===== src/rtl/task_cmd_issuer_if.sv =====
// ---------------------------------------------------------------------------
// task_cmd_issuer_if
//
// Bundles the signals between the host/scheduler, the task_cmd_issuer and
// the task-block array.
//
//   req_valid / req_ready        host request handshake
//   req_task / req_opcode /      request payload (task ID, opcode, operand)
//   req_data
//   out_op                       shared 16-bit task operation bus
//   exe_flag_in                  per-task exe_flag feedback
//   busy                         issuer has work pending or in flight
//   done_valid / done_task /     one-cycle completion report
//   done_status
//
// Modports:
//   slave  - the issuer (consumes requests, drives the bus and reports)
//   master - the host/scheduler side
// ---------------------------------------------------------------------------
interface task_cmd_issuer_if #(
   parameter int NUM_TASKS = 8
);
   logic                 req_valid;
   logic                 req_ready;
   logic [3:0]           req_task;
   logic [3:0]           req_opcode;
   logic [3:0]           req_data;
   logic [15:0]          out_op;
   logic [NUM_TASKS-1:0] exe_flag_in;
   logic                 busy;
   logic                 done_valid;
   logic [3:0]           done_task;
   logic [1:0]           done_status;

   modport slave (
      input  req_valid, req_task, req_opcode, req_data, exe_flag_in,
      output req_ready, out_op, busy, done_valid, done_task, done_status
   );

   modport master (
      output req_valid, req_task, req_opcode, req_data, exe_flag_in,
      input  req_ready, out_op, busy, done_valid, done_task, done_status
   );
endinterface


===== src/rtl/task_cmd_issuer.sv =====
// ---------------------------------------------------------------------------
// task_cmd_issuer
//
// Issuer side of the 16-bit task operation bus. Host requests are queued in
// a small FIFO and serialised onto out_op, each word held for HOLD_CYCLES
// cycles and followed by at least one idle (16'h0000) cycle. Execute (7) and
// Finish (F) commands then wait for the addressed task's exe_flag to reach
// 1 (execute) or 0 (finish) before completion is reported.
//
// Ports:
//   CLK            clock, rising edge
//   RST_N          asynchronous reset, active low
//   bus (slave)    request handshake, out_op bus, exe_flag feedback,
//                  busy and done_valid/done_task/done_status report
//
// Status codes: 00 OK, 01 TIMEOUT, 10 BAD_ID.
//
// Configuration macro:
//   TASK_ISSUER_TIMEOUT_EN  defined: WAIT gives up after EXE_TIMEOUT cycles
//                           with status TIMEOUT.
//                           undefined: WAIT blocks until the flag matches.
// ---------------------------------------------------------------------------
module task_cmd_issuer #(
   parameter int NUM_TASKS   = 8,
   parameter int HOLD_CYCLES = 2,
   parameter int FIFO_DEPTH  = 4,
   parameter int EXE_TIMEOUT = 1024
) (
   input logic              CLK,
   input logic              RST_N,
   task_cmd_issuer_if.slave bus
);

   localparam int PTR_W  = $clog2(FIFO_DEPTH);
   localparam int CNT_W  = PTR_W + 1;
   localparam int HOLD_W = $clog2(HOLD_CYCLES + 1);

   localparam logic [HOLD_W-1:0] HOLD_LAST  = HOLD_W'(HOLD_CYCLES - 1);
   localparam logic [4:0]        TASK_LIMIT = 5'(NUM_TASKS);
   localparam logic [3:0]        OP_EXECUTE = 4'h7;
   localparam logic [3:0]        OP_FINISH  = 4'hF;

   // Parameter legality, caught at elaboration.
   if (NUM_TASKS < 1 || NUM_TASKS > 16) begin : g_bad_num_tasks
      $error("task_cmd_issuer: NUM_TASKS must be 1..16");
   end
   if (HOLD_CYCLES < 1) begin : g_bad_hold
      $error("task_cmd_issuer: HOLD_CYCLES must be >= 1");
   end
   if (FIFO_DEPTH < 2 || (FIFO_DEPTH & (FIFO_DEPTH - 1)) != 0) begin : g_bad_depth
      $error("task_cmd_issuer: FIFO_DEPTH must be a power of two >= 2");
   end
   if (EXE_TIMEOUT < 1) begin : g_bad_timeout
      $error("task_cmd_issuer: EXE_TIMEOUT must be >= 1");
   end

   typedef struct packed {
      logic [3:0] task_id;
      logic [3:0] opcode;
      logic [3:0] data;
   } req_t;

   typedef enum logic [1:0] {
      S_IDLE,
      S_DRIVE,
      S_WAIT,
      S_REPORT
   } state_t;

   typedef enum logic [1:0] {
      ST_OK      = 2'b00,
      ST_TIMEOUT = 2'b01,
      ST_BAD_ID  = 2'b10
   } status_t;

   // -------------------------------------------------------------------------
   // Request FIFO
   // -------------------------------------------------------------------------
   req_t             fifo_mem [FIFO_DEPTH];
   logic [PTR_W-1:0] wr_ptr;
   logic [PTR_W-1:0] rd_ptr;
   logic [CNT_W-1:0] count;
   logic [CNT_W-1:0] count_nxt;
   logic             full;
   logic             push;
   logic             pop;
   req_t             head;

   state_t           state;
   logic [3:0]       cur_task;
   logic [3:0]       cur_op;
   logic [HOLD_W-1:0] hold_cnt;
   logic             fsm_idle_nxt;
   logic             busy_nxt;
   logic [15:0]      flag_pad;
   logic             flag_sel;
   logic             flag_match;
   logic             head_bad_id;
   logic             cur_is_wait;

   assign full          = (count == CNT_W'(FIFO_DEPTH));
   assign bus.req_ready = !full;
   assign push          = bus.req_valid && !full;
   // The only pop point: IDLE with something queued.
   assign pop           = (state == S_IDLE) && (count != '0);
   assign head          = fifo_mem[rd_ptr];
   assign head_bad_id   = ({1'b0, head.task_id} >= TASK_LIMIT);

   // Zero-extend the feedback so any 4-bit task ID indexes it safely.
   assign flag_pad    = 16'(bus.exe_flag_in);
   assign flag_sel    = flag_pad[cur_task];
   assign flag_match  = (cur_op == OP_EXECUTE) ? flag_sel : !flag_sel;
   assign cur_is_wait = (cur_op == OP_EXECUTE) || (cur_op == OP_FINISH);

   always_comb begin
      // NOTE: every signal assigned here gets a default first, so no path
      // leaves it unassigned and no latch is inferred.
      count_nxt = count;
      if (push && !pop) begin
         count_nxt = count + CNT_W'(1);
      end else if (pop && !push) begin
         count_nxt = count - CNT_W'(1);
      end
      // The FSM lands in IDLE next cycle only from REPORT or an idle IDLE.
      fsm_idle_nxt = (state == S_REPORT) || ((state == S_IDLE) && !pop);
      busy_nxt     = !fsm_idle_nxt || (count_nxt != '0);
   end

   // NOTE: the storage array carries no reset; wr_ptr/rd_ptr/count alone
   // decide which entries are valid, so stale contents are never observed.
   always_ff @(posedge CLK) begin
      if (push) begin
         fifo_mem[wr_ptr] <= '{task_id: bus.req_task,
                               opcode:  bus.req_opcode,
                               data:    bus.req_data};
      end
   end

   // Pointers wrap naturally because FIFO_DEPTH is a power of two.
   always_ff @(posedge CLK or negedge RST_N) begin
      if (!RST_N) begin
         wr_ptr <= '0;
         rd_ptr <= '0;
         count  <= '0;
      end else begin
         if (push) wr_ptr <= wr_ptr + PTR_W'(1);
         if (pop)  rd_ptr <= rd_ptr + PTR_W'(1);
         count <= count_nxt;
      end
   end

   // -------------------------------------------------------------------------
   // Optional WAIT timeout counter
   // -------------------------------------------------------------------------
`ifdef TASK_ISSUER_TIMEOUT_EN
   localparam int TO_W = $clog2(EXE_TIMEOUT + 1);
   logic [TO_W-1:0] wait_cnt;
   logic [TO_W-1:0] wait_cnt_inc;
   // Count including the current WAIT cycle.
   assign wait_cnt_inc = wait_cnt + TO_W'(1);
`endif

   // -------------------------------------------------------------------------
   // Issue FSM with registered outputs
   // -------------------------------------------------------------------------
   always_ff @(posedge CLK or negedge RST_N) begin
      if (!RST_N) begin
         state           <= S_IDLE;
         cur_task        <= '0;
         cur_op          <= '0;
         hold_cnt        <= '0;
         bus.out_op      <= 16'h0000;
         bus.busy        <= 1'b0;
         bus.done_valid  <= 1'b0;
         bus.done_task   <= '0;
         bus.done_status <= ST_OK;
`ifdef TASK_ISSUER_TIMEOUT_EN
         wait_cnt        <= '0;
`endif
      end else begin
         // NOTE: non-blocking assignments throughout; every branch below
         // reads the pre-edge values, so ordering inside the block is free.
         bus.busy       <= busy_nxt;
         bus.done_valid <= 1'b0;
         case (state)
            S_IDLE: begin
               if (pop) begin
                  cur_task <= head.task_id;
                  cur_op   <= head.opcode;
                  if (head_bad_id) begin
                     // Nothing is driven on the bus for an unknown task.
                     bus.done_valid  <= 1'b1;
                     bus.done_task   <= head.task_id;
                     bus.done_status <= ST_BAD_ID;
                     state           <= S_REPORT;
                  end else begin
                     bus.out_op <= {4'b0000, head.task_id, head.opcode, head.data};
                     hold_cnt   <= '0;
                     state      <= S_DRIVE;
                  end
               end
            end

            S_DRIVE: begin
               if (hold_cnt == HOLD_LAST) begin
                  bus.out_op <= 16'h0000;
                  if (cur_is_wait) begin
`ifdef TASK_ISSUER_TIMEOUT_EN
                     wait_cnt <= '0;
`endif
                     state <= S_WAIT;
                  end else begin
                     bus.done_valid  <= 1'b1;
                     bus.done_task   <= cur_task;
                     bus.done_status <= ST_OK;
                     state           <= S_REPORT;
                  end
               end else begin
                  hold_cnt <= hold_cnt + HOLD_W'(1);
               end
            end

            S_WAIT: begin
               if (flag_match) begin
                  bus.done_valid  <= 1'b1;
                  bus.done_task   <= cur_task;
                  bus.done_status <= ST_OK;
                  state           <= S_REPORT;
               end
`ifdef TASK_ISSUER_TIMEOUT_EN
               else if (wait_cnt_inc == TO_W'(EXE_TIMEOUT)) begin
                  bus.done_valid  <= 1'b1;
                  bus.done_task   <= cur_task;
                  bus.done_status <= ST_TIMEOUT;
                  state           <= S_REPORT;
               end else begin
                  wait_cnt <= wait_cnt_inc;
               end
`endif
            end

            S_REPORT: begin
               state <= S_IDLE;
            end

            default: begin
               state <= S_IDLE;
            end
         endcase
      end
   end

endmodule


===== src/flat_wrapper.sv =====
// flat-port wrapper written by rule: the top's interface ports become plain ports
module task_cmd_issuer_flat 
#(
   parameter int NUM_TASKS   = 8,
   parameter int HOLD_CYCLES = 2,
   parameter int FIFO_DEPTH  = 4,
   parameter int EXE_TIMEOUT = 1024
)
  (CLK, RST_N, bus_req_valid, bus_req_task, bus_req_opcode, bus_req_data, bus_exe_flag_in, bus_req_ready, bus_out_op, bus_busy, bus_done_valid, bus_done_task, bus_done_status);
  task_cmd_issuer_if #(.NUM_TASKS(NUM_TASKS)) bus_i ();
  input logic CLK;
  input logic RST_N;
  input wire logic [$bits(bus_i.req_valid)-1:0] bus_req_valid;
  input wire logic [$bits(bus_i.req_task)-1:0] bus_req_task;
  input wire logic [$bits(bus_i.req_opcode)-1:0] bus_req_opcode;
  input wire logic [$bits(bus_i.req_data)-1:0] bus_req_data;
  input wire logic [$bits(bus_i.exe_flag_in)-1:0] bus_exe_flag_in;
  output wire logic [$bits(bus_i.req_ready)-1:0] bus_req_ready;
  output wire logic [$bits(bus_i.out_op)-1:0] bus_out_op;
  output wire logic [$bits(bus_i.busy)-1:0] bus_busy;
  output wire logic [$bits(bus_i.done_valid)-1:0] bus_done_valid;
  output wire logic [$bits(bus_i.done_task)-1:0] bus_done_task;
  output wire logic [$bits(bus_i.done_status)-1:0] bus_done_status;
  assign bus_i.req_valid = bus_req_valid;
  assign bus_i.req_task = bus_req_task;
  assign bus_i.req_opcode = bus_req_opcode;
  assign bus_i.req_data = bus_req_data;
  assign bus_i.exe_flag_in = bus_exe_flag_in;
  assign bus_req_ready = bus_i.req_ready;
  assign bus_out_op = bus_i.out_op;
  assign bus_busy = bus_i.busy;
  assign bus_done_valid = bus_i.done_valid;
  assign bus_done_task = bus_i.done_task;
  assign bus_done_status = bus_i.done_status;
  task_cmd_issuer #(.NUM_TASKS(NUM_TASKS), .HOLD_CYCLES(HOLD_CYCLES), .FIFO_DEPTH(FIFO_DEPTH), .EXE_TIMEOUT(EXE_TIMEOUT)) u_core (.CLK(CLK), .RST_N(RST_N), .bus(bus_i));
endmodule

===== config.mk =====
export PLATFORM = sky130hd
export DESIGN_NAME = task_cmd_issuer_flat
export DESIGN_NICKNAME = d
export VERILOG_FILES = /design/src/rtl/task_cmd_issuer_if.sv /design/src/rtl/task_cmd_issuer.sv /design/src/flat_wrapper.sv
export SDC_FILE = /design/constraint.sdc
export NUM_CORES = 1
export LEC_CHECK = 0
export ABC_AREA = 1
export BUFFER_PORTS_ARGS = -buffer_cell sky130_fd_sc_hd__buf_2
export CAP_MARGIN = 10
export CORE_ASPECT_RATIO = 0.5
export CORE_MARGIN = 2
export CORE_UTILIZATION = 52
export CTS_CLUSTER_DIAMETER = 60
export DETAILED_ROUTE_END_ITERATION = 10
export PLACE_DENSITY_LB_ADDON = 0.08
export SYNTH_ARGS = -nofsm -noshare
export SYNTH_HDL_FRONTEND = slang
export SYNTH_SLANG_ARGS = --single-unit

===== constraint.sdc =====
create_clock -name CLK -period 2 [get_ports CLK]
set_clock_uncertainty 0.15 [all_clocks]
set_input_delay 0.2 -clock CLK [delete_from_list [all_inputs] [get_ports CLK]]
set_output_delay 0.2 -clock CLK [all_outputs]
set_load 0.01 [all_outputs]

==> flow_summary.ini, run 1 <==
[run_status]
status = complete, no violations

[detailed_routing]
wl_um = 7950
vias = 2705
viasPerCell = 5.05
drcViolationCount = 0
firstDrtPassIters = 4
antenna_left = 0
wl_per_cell_um = 14.8
first_iter_violations = 153

[layout]
fin_nets = 472
area_delta_synth_final_pct = 22.2
utilization = 0.654
diodes = 0
drive_gt1_frac = 0.230

[die]
row_count = 22
die_area_sq_mm = 0.00826
die_width_um = 127
die_h_um = 65.3
pin_count = 48
fp.coreArea_sq_mm = 0.00729
floorplan.initialDensity = 0.535

[setup_path]
critical-path-slowest-cell = dfrtp_1
critical_path.top_delay_family = buffers and inverters
crit_top_cell = inv_1
r2r_start = u_core.state[1]
reg2reg_depth = 8
crit_buf_inv = 4
cp_cell_sequence = inv_1 > ha_1 > inv_1 > nor2_1 > inv_1 > a21oi_4 > inv_4 > o31ai_2
cp_data_arrival_time_ns = 1.94
startpoint = u_core.state[1]
cp.required_ns = 2.09
cp.depth = 8
cp_max_fo = 22
critPathMaxStageDelay_ns = 0.38
r2r-end = u_core.bus.out_op[6]
ff2ff_setup_slack_ns = 0.15
criticalPathCategory = flip-flop to flip-flop
crit_path_end = u_core.bus.out_op[6]
cp-start-kind = flip-flop
cp-end-kind = flip-flop

[logic_synthesis]
synth_top_area_cell = edfxtp_1
yosysSeqAreaShare = 0.613
yosysWarnings = 0
synthFlopType = edfxtp_1
synthTopCellsByArea = edfxtp_1, dfrtp_1, nand2_1
synth_edf_count = 48
syn_area_sq_mm = 0.00390
synth_common_cells = nand2_1, edfxtp_1, dfrtp_1
async_reset_ff_frac = 0.442
yosysMostFrequentCell = nand2_1
synth.avg_cell_area_sq_um = 10.7
synth_seq_cells = 86
ys_types = 35
synth_top_area_frac = 0.369
synth_cells = 366

[placement]
finalWeightedCongestion = 0.835
dp_hpwl_um = 5470
portBuffers = 42

[worst_hold_path]
hp-class = input pin to flip-flop
whs_path_depth = 3

[clock_tree]
numCtsBuffers = 9
htreeDepth = 3
clockBufferDepth = 2
worstSkewPairLatency_ns = 0.34
clock_sinks = 86
clkSlewWorstSetupHoldPaths_ns = 0.06
cts_tree = built
ctsRootBufferMaster = clkbuf_16

[sta]
min_period_over_period = 0.926
report.final.slew_viol_count = 0
grt_setup_unrepaired = false
max_clock_freq_mhz = 540
setup_viol = 0
hold_viol = 0
tns_ns = 0
period_needed_ns = 1.85

[grt]
grt_max_degree = 39
grtUsageTotal = 0.216
grt_antenna_before_repair = 0
grt_first_pass_wirelength_um = 13500
grt_pass1_vias = 2742
overflow = 0

[job]
drv_cap = 0

[pwr]
ir_worst_vdd_v = 0.000765
p_per_area_mw_per_mm2 = 1680
leakage_nw = 2.12
==> worst register-to-register path, delay by kind of cell (launching register included) <==
family | cells | cell delay (ns)
adder cells (fa/ha/maj) | 1 | 0.23
AO/OA/AOI/OAI | 2 | 0.40
AND/OR/NAND/NOR | 1 | 0.15
buffers and inverters | 4 | 0.44
flip-flops | 1 | 0.38
==> flip-flops by register name, summed over array words and instances (netlist names) <==
signal                  flops
u_core.rd_ptr               2
u_core.state                2
u_core.count                3
u_core.bus.out_op          12
u_core.wr_ptr               2
u_core.cur_op               4
u_core.bus.done_status      1
u_core.bus.done_valid       1
u_core.fifo_mem            48
u_core.bus.busy             1
u_core.hold_cnt             2
u_core.cur_task             4
u_core.bus.done_task        4
==> cells by family after synthesis <==
group / after synthesis / synth area share
simple gates: 142 / 0.161
flops: 86 / 0.613
compound gates: 65 / 0.109
buf+inv: 54 / 0.0625
fa+ha+maj: 14 / 0.0449
other cells: 1 / 0.000961
xor+xnor: 4 / 0.00898
==> metrics by stage <==
step	hold WS (ns)	cells	instance area [sq um]	power [mW]	setup WS, ns
2_1_floorplan	-0.246	370	3920	5.21	0.0519
3_3_place_gp	0.116	507	4310	6.13	0.146
3_5_place_dp	0.125	507	4310	6.30	0.0334
4_1_cts	0.0753	536	4740	7.99	0.00396
5_1_grt	0.0751	536	4770	8.65	0.000187
6_report	0.0552	536	4770	8.03	0.149
==> worst min-delay path by stage <==
stage	end	startpoint
finish	u_core.wr_ptr[0]	bus_req_valid
global route	u_core.wr_ptr[0]	bus_req_valid
CTS	u_core.wr_ptr[0]	bus_req_valid
detailed placement	u_core.bus.done_task[0]	RST_N
global placement	u_core.bus.done_task[0]	RST_N
floorplan	u_core.bus.busy	RST_N
==> repair_timing <==
item | 4_1_cts | 5_1_grt
buffers inserted | 0 | 0
hold buffers | 13 | 0
resized for setup | 0 | 10
setup endpoints to repair | 0 | 18
endpoints found under the hold margin | 86 | 0
==> per-layer routing <==
metal	vias up	wire, um	GRT usage
met5	-	0	0
met4	0	89	0.0714
met3	8	323	0.0692
met2	49	3700	0.353
met1	1291	3840	0.279
li1	1357	-	-
==> layout by cell type, fill, tap and decap left out, types with 3 or more instances in the layout <==
master	netlist	routed
a21oi_1	11	11
a32o_1	4	4
buf_12	0	4
buf_2	6	42
buf_4	7	12
clkbuf_16	0	9
clkinv_4	0	3
conb_1	1	5
dfrtp_1	38	37
dlygate4sd3_1	0	13
edfxtp_1	48	48
ha_1	14	12
inv_1	32	30
inv_2	5	5
nand2_1	81	81
nand2_2	6	5
nand3_1	18	18
nor2_1	29	29
o21ai_0	30	30
o21ai_1	4	4
o22a_1	3	3
o31ai_2	5	5
xor2_1	4	4
==> final cells by class <==
class / instances / area, sq um
sequential: 86 / 2390
clock inverter: 7 / 73.8
multi-input combinational: 230 / 1300
fill: 582 / 2530
clock buffer: 9 / 225
inverter: 37 / 144
timing repair buffer: 71 / 510
tap: 96 / 120
==> power breakdown <==
| group | leakage [nW] | total [mW] | switching (mW) | internal (mW) |
|---|---|---|---|---|
| combinational | 1.06 | 3.62 | 2.25 | 1.37 |
| clock | 0.147 | 1.64 | 0.673 | 0.970 |
| sequential | 0.906 | 2.77 | 0.299 | 2.47 |
| total | 2.12 | 8.03 | 3.22 | 4.81 |
Note: power is estimated with default switching activity, not from simulation.
==> inputs of run 2 (changes only) <==
--- a/config.mk
+++ b/config.mk
@@ -10,7 +10,7 @@
 export CAP_MARGIN = 10
 export CORE_ASPECT_RATIO = 0.5
 export CORE_MARGIN = 2
-export CORE_UTILIZATION = 52
+export CORE_UTILIZATION = 60
 export CTS_CLUSTER_DIAMETER = 60
 export DETAILED_ROUTE_END_ITERATION = 10
 export PLACE_DENSITY_LB_ADDON = 0.08
==> constraint.sdc (replaced) <==
create_clock -name CLK -period 2.2 [get_ports CLK]
set_clock_uncertainty 0.15 [all_clocks]
set_input_delay 0.44 -clock CLK [delete_from_list [all_inputs] [get_ports CLK]]
set_output_delay 0.44 -clock CLK [all_outputs]
set_load 0.01 [all_outputs]
==> flow_summary.ini, run 2 (synthesized netlist as in run 1, its figures left out) <==
[run_status]
status = complete, no violations

[clock_tree]
post_cts_buffers = 0
clock_sinks = 86
worstSkewPairLatency_ns = 0.33
clkSlewWorstSetupHoldPaths_ns = 0.06
post_cts_resized = 0
ctsRootBufferMaster = clkbuf_16
clockBufferDepth = 2
htreeDepth = 3
cts_tree = built
numCtsBuffers = 9
cts_hold_buffers = 0

[grt]
grt_pass1_vias = 2564
overflow = 0
grt_antenna_before_repair = 0
grt_first_pass_wirelength_um = 12400
grtUsageTotal = 0.232
grt_max_degree = 39

[detailed_routing]
first_iter_violations = 204
wl_um = 7570
vias = 2626
wl_per_cell_um = 14.8
antenna_left = 0
viasPerCell = 5.13
drcViolationCount = 0
firstDrtPassIters = 4

[layout]
utilization = 0.727
final_common_cell = nand2_1
largest_reg_flops = 48
fin_nets = 456
multi_input_area_sq_mm = 0.00128
area_delta_synth_final_pct = 15.2
largestRegisters = u_core.fifo_mem (48), u_core.bus.out_op (12)
top_register = u_core.fifo_mem
diodes = 0
drive_gt1_frac = 0.215
n_fill_cell = 441
final_cells = 512
ff_latch_area_sq_mm = 0.00239
fin_area_sq_mm = 0.00449
most-common-layout-cells = nand2_1, edfxtp_1, buf_2

[placement]
dp.cells = 496
finalWeightedCongestion = 0.794
pre_cts_slack_ns = 0.159
placed_area_sq_mm = 0.00423
dp_hpwl_um = 5200
portBuffers = 42

[setup_path]
r2r-end = u_core.bus.busy
cp_cell_sequence = inv_1 > ha_2 > nand2_2 > inv_2 > nand2_1 > nand2_1 > xor2_1 > inv_1 > nor2_1 > nand3_1
critical-path-slowest-cell = dfrtp_1
cp-start-kind = flip-flop
cp_data_arrival_time_ns = 2.08
cp_max_fo = 6
critical_path.top_delay_family = simple AND/OR/NAND/NOR gates
critPathMaxStageDelay_ns = 0.42
cp-end-kind = flip-flop
reg2reg_depth = 10
ff2ff_setup_slack_ns = 0.19
criticalPathCategory = flip-flop to flip-flop
r2r_start = u_core.state[0]
cp.required_ns = 2.26
crit_buf_inv = 3

[die]
fp.coreArea_sq_mm = 0.00618
die_area_sq_mm = 0.00720
die_h_um = 61.0
die_width_um = 118
floorplan.initialDensity = 0.631
row_count = 20
pin_count = 48

[sta]
setup_ws_ns = 0.187
min_period_over_period = 0.915
setup_viol = 0
period_needed_ns = 2.01
tns_ns = 0
max_clock_freq_mhz = 497
report.final.slew_viol_count = 0
holdWs_ns = 0.00678
grt_setup_unrepaired = false
hold_viol = 0

[worst_hold_path]
hp-class = input pin to asynchronous set/reset pin

[job]
drv_cap = 0

[pwr]
finalPower_mw = 6.95
leakage_nw = 2.02
p_per_area_mw_per_mm2 = 1550
ir_worst_vdd_v = 0.000612
run 2: routing by layer:
metal | wire, um | up-vias | GRT usage
met5 | 0 | - | 0
met4 | 31 | 0 | 0.0843
met3 | 355 | 4 | 0.0593
met2 | 3650 | 67 | 0.390
met1 | 3530 | 1235 | 0.305
li1 | - | 1320 | -
run 2: final cells by class:
type / count / share of cell area
clock buffer: 12 / 0.0526
clock inverter: 4 / 0.00557
inverter: 37 / 0.0309
multi-input combinational: 230 / 0.286
sequential: 86 / 0.532
tap: 88 / 0.0245
timing repair buffer: 55 / 0.0685
run 2: worst max-delay path by stage:
stage | start | endpoint | slack (ns) | cells after the start
2_1_floorplan | u_core.count[0] | u_core.fifo_mem[0][0] | 0.25 | 5
3_3_place_gp | u_core.state[0] | u_core.bus.busy | 0.32 | 10
3_5_place_dp | u_core.state[0] | u_core.bus.busy | 0.16 | 10
4_1_cts | u_core.state[0] | u_core.bus.busy | 0.15 | 10
5_1_grt | u_core.state[0] | u_core.bus.busy | 0.02 | 10
6_report | u_core.state[0] | u_core.bus.busy | 0.19 | 10
run 2: power breakdown:
group,switching [mW],internal (mW)
clock,0.582,0.764
sequential,0.301,2.24
combinational,1.96,1.11
total,2.84,4.11
==> inputs of run 3 (changes only) <==
--- a/config.mk
+++ b/config.mk
@@ -13,6 +13,7 @@
 export CORE_UTILIZATION = 60
 export CTS_CLUSTER_DIAMETER = 60
 export DETAILED_ROUTE_END_ITERATION = 10
+export HOLD_SLACK_MARGIN = 0.08
 export PLACE_DENSITY_LB_ADDON = 0.08
 export SYNTH_ARGS = -nofsm -noshare
 export SYNTH_HDL_FRONTEND = slang
==> flow_summary.ini, run 3 (synthesized netlist as in run 1, its figures left out) <==
[layout]
most-common-layout-cells = nand2_1, edfxtp_1, buf_2
area_delta_synth_final_pct = 15.4
drive_gt1_frac = 0.214
largestRegisters = u_core.fifo_mem (48), u_core.bus.out_op (12)
utilization = 0.729
top_register = u_core.fifo_mem
final_common_cell = nand2_1
fin_nets = 457
diodes = 0
largest_reg_flops = 48

[detailed_routing]
antenna_left = 0
firstDrtPassIters = 4
viasPerCell = 5.13
drcViolationCount = 0
first_iter_violations = 198
wl_per_cell_um = 14.7
vias = 2631
wl_um = 7560

[placement]
dp_hpwl_um = 5200
pre_cts_slack_ns = 0.159
portBuffers = 42
finalWeightedCongestion = 0.794

[die]
pin_count = 48
floorplan.initialDensity = 0.631
die_width_um = 118
die_area_sq_mm = 0.00720
die_h_um = 61.0
fp.coreArea_sq_mm = 0.00618
row_count = 20

[sta]
min_period_over_period = 0.911
period_needed_ns = 2.00
tns_ns = 0
max_clock_freq_mhz = 499
report.final.slew_viol_count = 0
setup_ws_ns = 0.196
grt_setup_unrepaired = false
hold_viol = 0
setup_viol = 0

[grt]
overflow = 0
grtUsageTotal = 0.233
grt_antenna_before_repair = 0
grt_pass1_vias = 2579
grt_max_degree = 39
grt_first_pass_wirelength_um = 12400

[setup_path]
cp-start-kind = flip-flop
cp_data_arrival_time_ns = 2.07
cp-end-kind = flip-flop
cp.required_ns = 2.27
cp_max_fo = 6
criticalPathCategory = flip-flop to flip-flop

[clock_tree]
ctsRootBufferMaster = clkbuf_16
clockBufferDepth = 2
clock_sinks = 86
clkSlewWorstSetupHoldPaths_ns = 0.06
numCtsBuffers = 9
worstSkewPairLatency_ns = 0.33
cts_tree = built
htreeDepth = 3

[pwr]
p_per_area_mw_per_mm2 = 1540
leakage_nw = 2.02
ir_worst_vdd_v = 0.000610
finalPower_mw = 6.95

[worst_hold_path]
hp-class = input pin to flip-flop

[job]
drv_cap = 0

[run_status]
status = complete, no violations
## run 3: per-layer routing
layer / global-route usage / wire length, um / vias up
met1: 0.304 / 3470 / 1231
li1: - / - / 1322
met2: 0.393 / 3610 / 70
met5: 0 / 0 / -
met3: 0.0593 / 417 / 8
met4: 0.0878 / 67 / 0
## run 3: timing repair
action,in CTS,in global routing
setup endpoints to repair,0,1
hold endpoints to repair,38,0
buffers inserted,0,0
gates resized for setup,0,1
hold buffers,1,0
## run 3: layout make-up
type / count / area [sq um]
flip-flops and latches: 86 / 2390
fillers: 440 / 1680
multi-input cells: 230 / 1280
repair buffers: 56 / 318
clock buffers: 12 / 236
inverters: 37 / 139
well taps: 88 / 110
clock inverters: 4 / 25.0
## run 3: worst max-delay path, stage by stage (launching register included)
cell and delay, ns:
dfrtp_1 0.42, inv_1 0.16, ha_2 0.25, nand2_2 0.11
inv_2 0.13, nand2_1 0.09, nand2_1 0.11, xor2_1 0.16
inv_1 0.09, nor2_1 0.14, nand3_1 0.08
## run 3: power by group
| part | switching [mW] | internal [mW] | total [mW] | leakage, nW |
|---|---|---|---|---|
| registers | 0.302 | 2.24 | 2.54 | 0.907 |
| logic | 1.95 | 1.11 | 3.06 | 0.987 |
| clock network | 0.582 | 0.764 | 1.35 | 0.125 |
## run 3: stage by stage
step | hold WS (ns) | instances | cell area [sq um]
6_report | 0.163 | 513 | 4500
5_1_grt | 0.150 | 513 | 4500
4_1_cts | 0.154 | 513 | 4500
3_5_place_dp | 0.306 | 496 | 4230
3_3_place_gp | 0.300 | 496 | 4230
2_1_floorplan | -0.00559 | 370 | 3920
## run 3: worst paths after layout
path | slack, ns | depth (start not counted) | start | end
worst max-delay path | 0.20 | 10 | u_core.state[0] | u_core.bus.busy
worst min-delay path | 0.16 | 1 | bus_req_opcode[0] | u_core.fifo_mem[2][4]
worst max register to register | 0.20 | 10 | u_core.state[0] | u_core.bus.busy
worst min register to register | 0.31 | 2 | u_core.bus.done_status[1] | u_core.bus.done_status[1]
max in group asynchronous | 1.01 | 3 | RST_N | u_core.state[1]
min in group asynchronous | 0.55 | 3 | RST_N | u_core.bus.done_task[0]
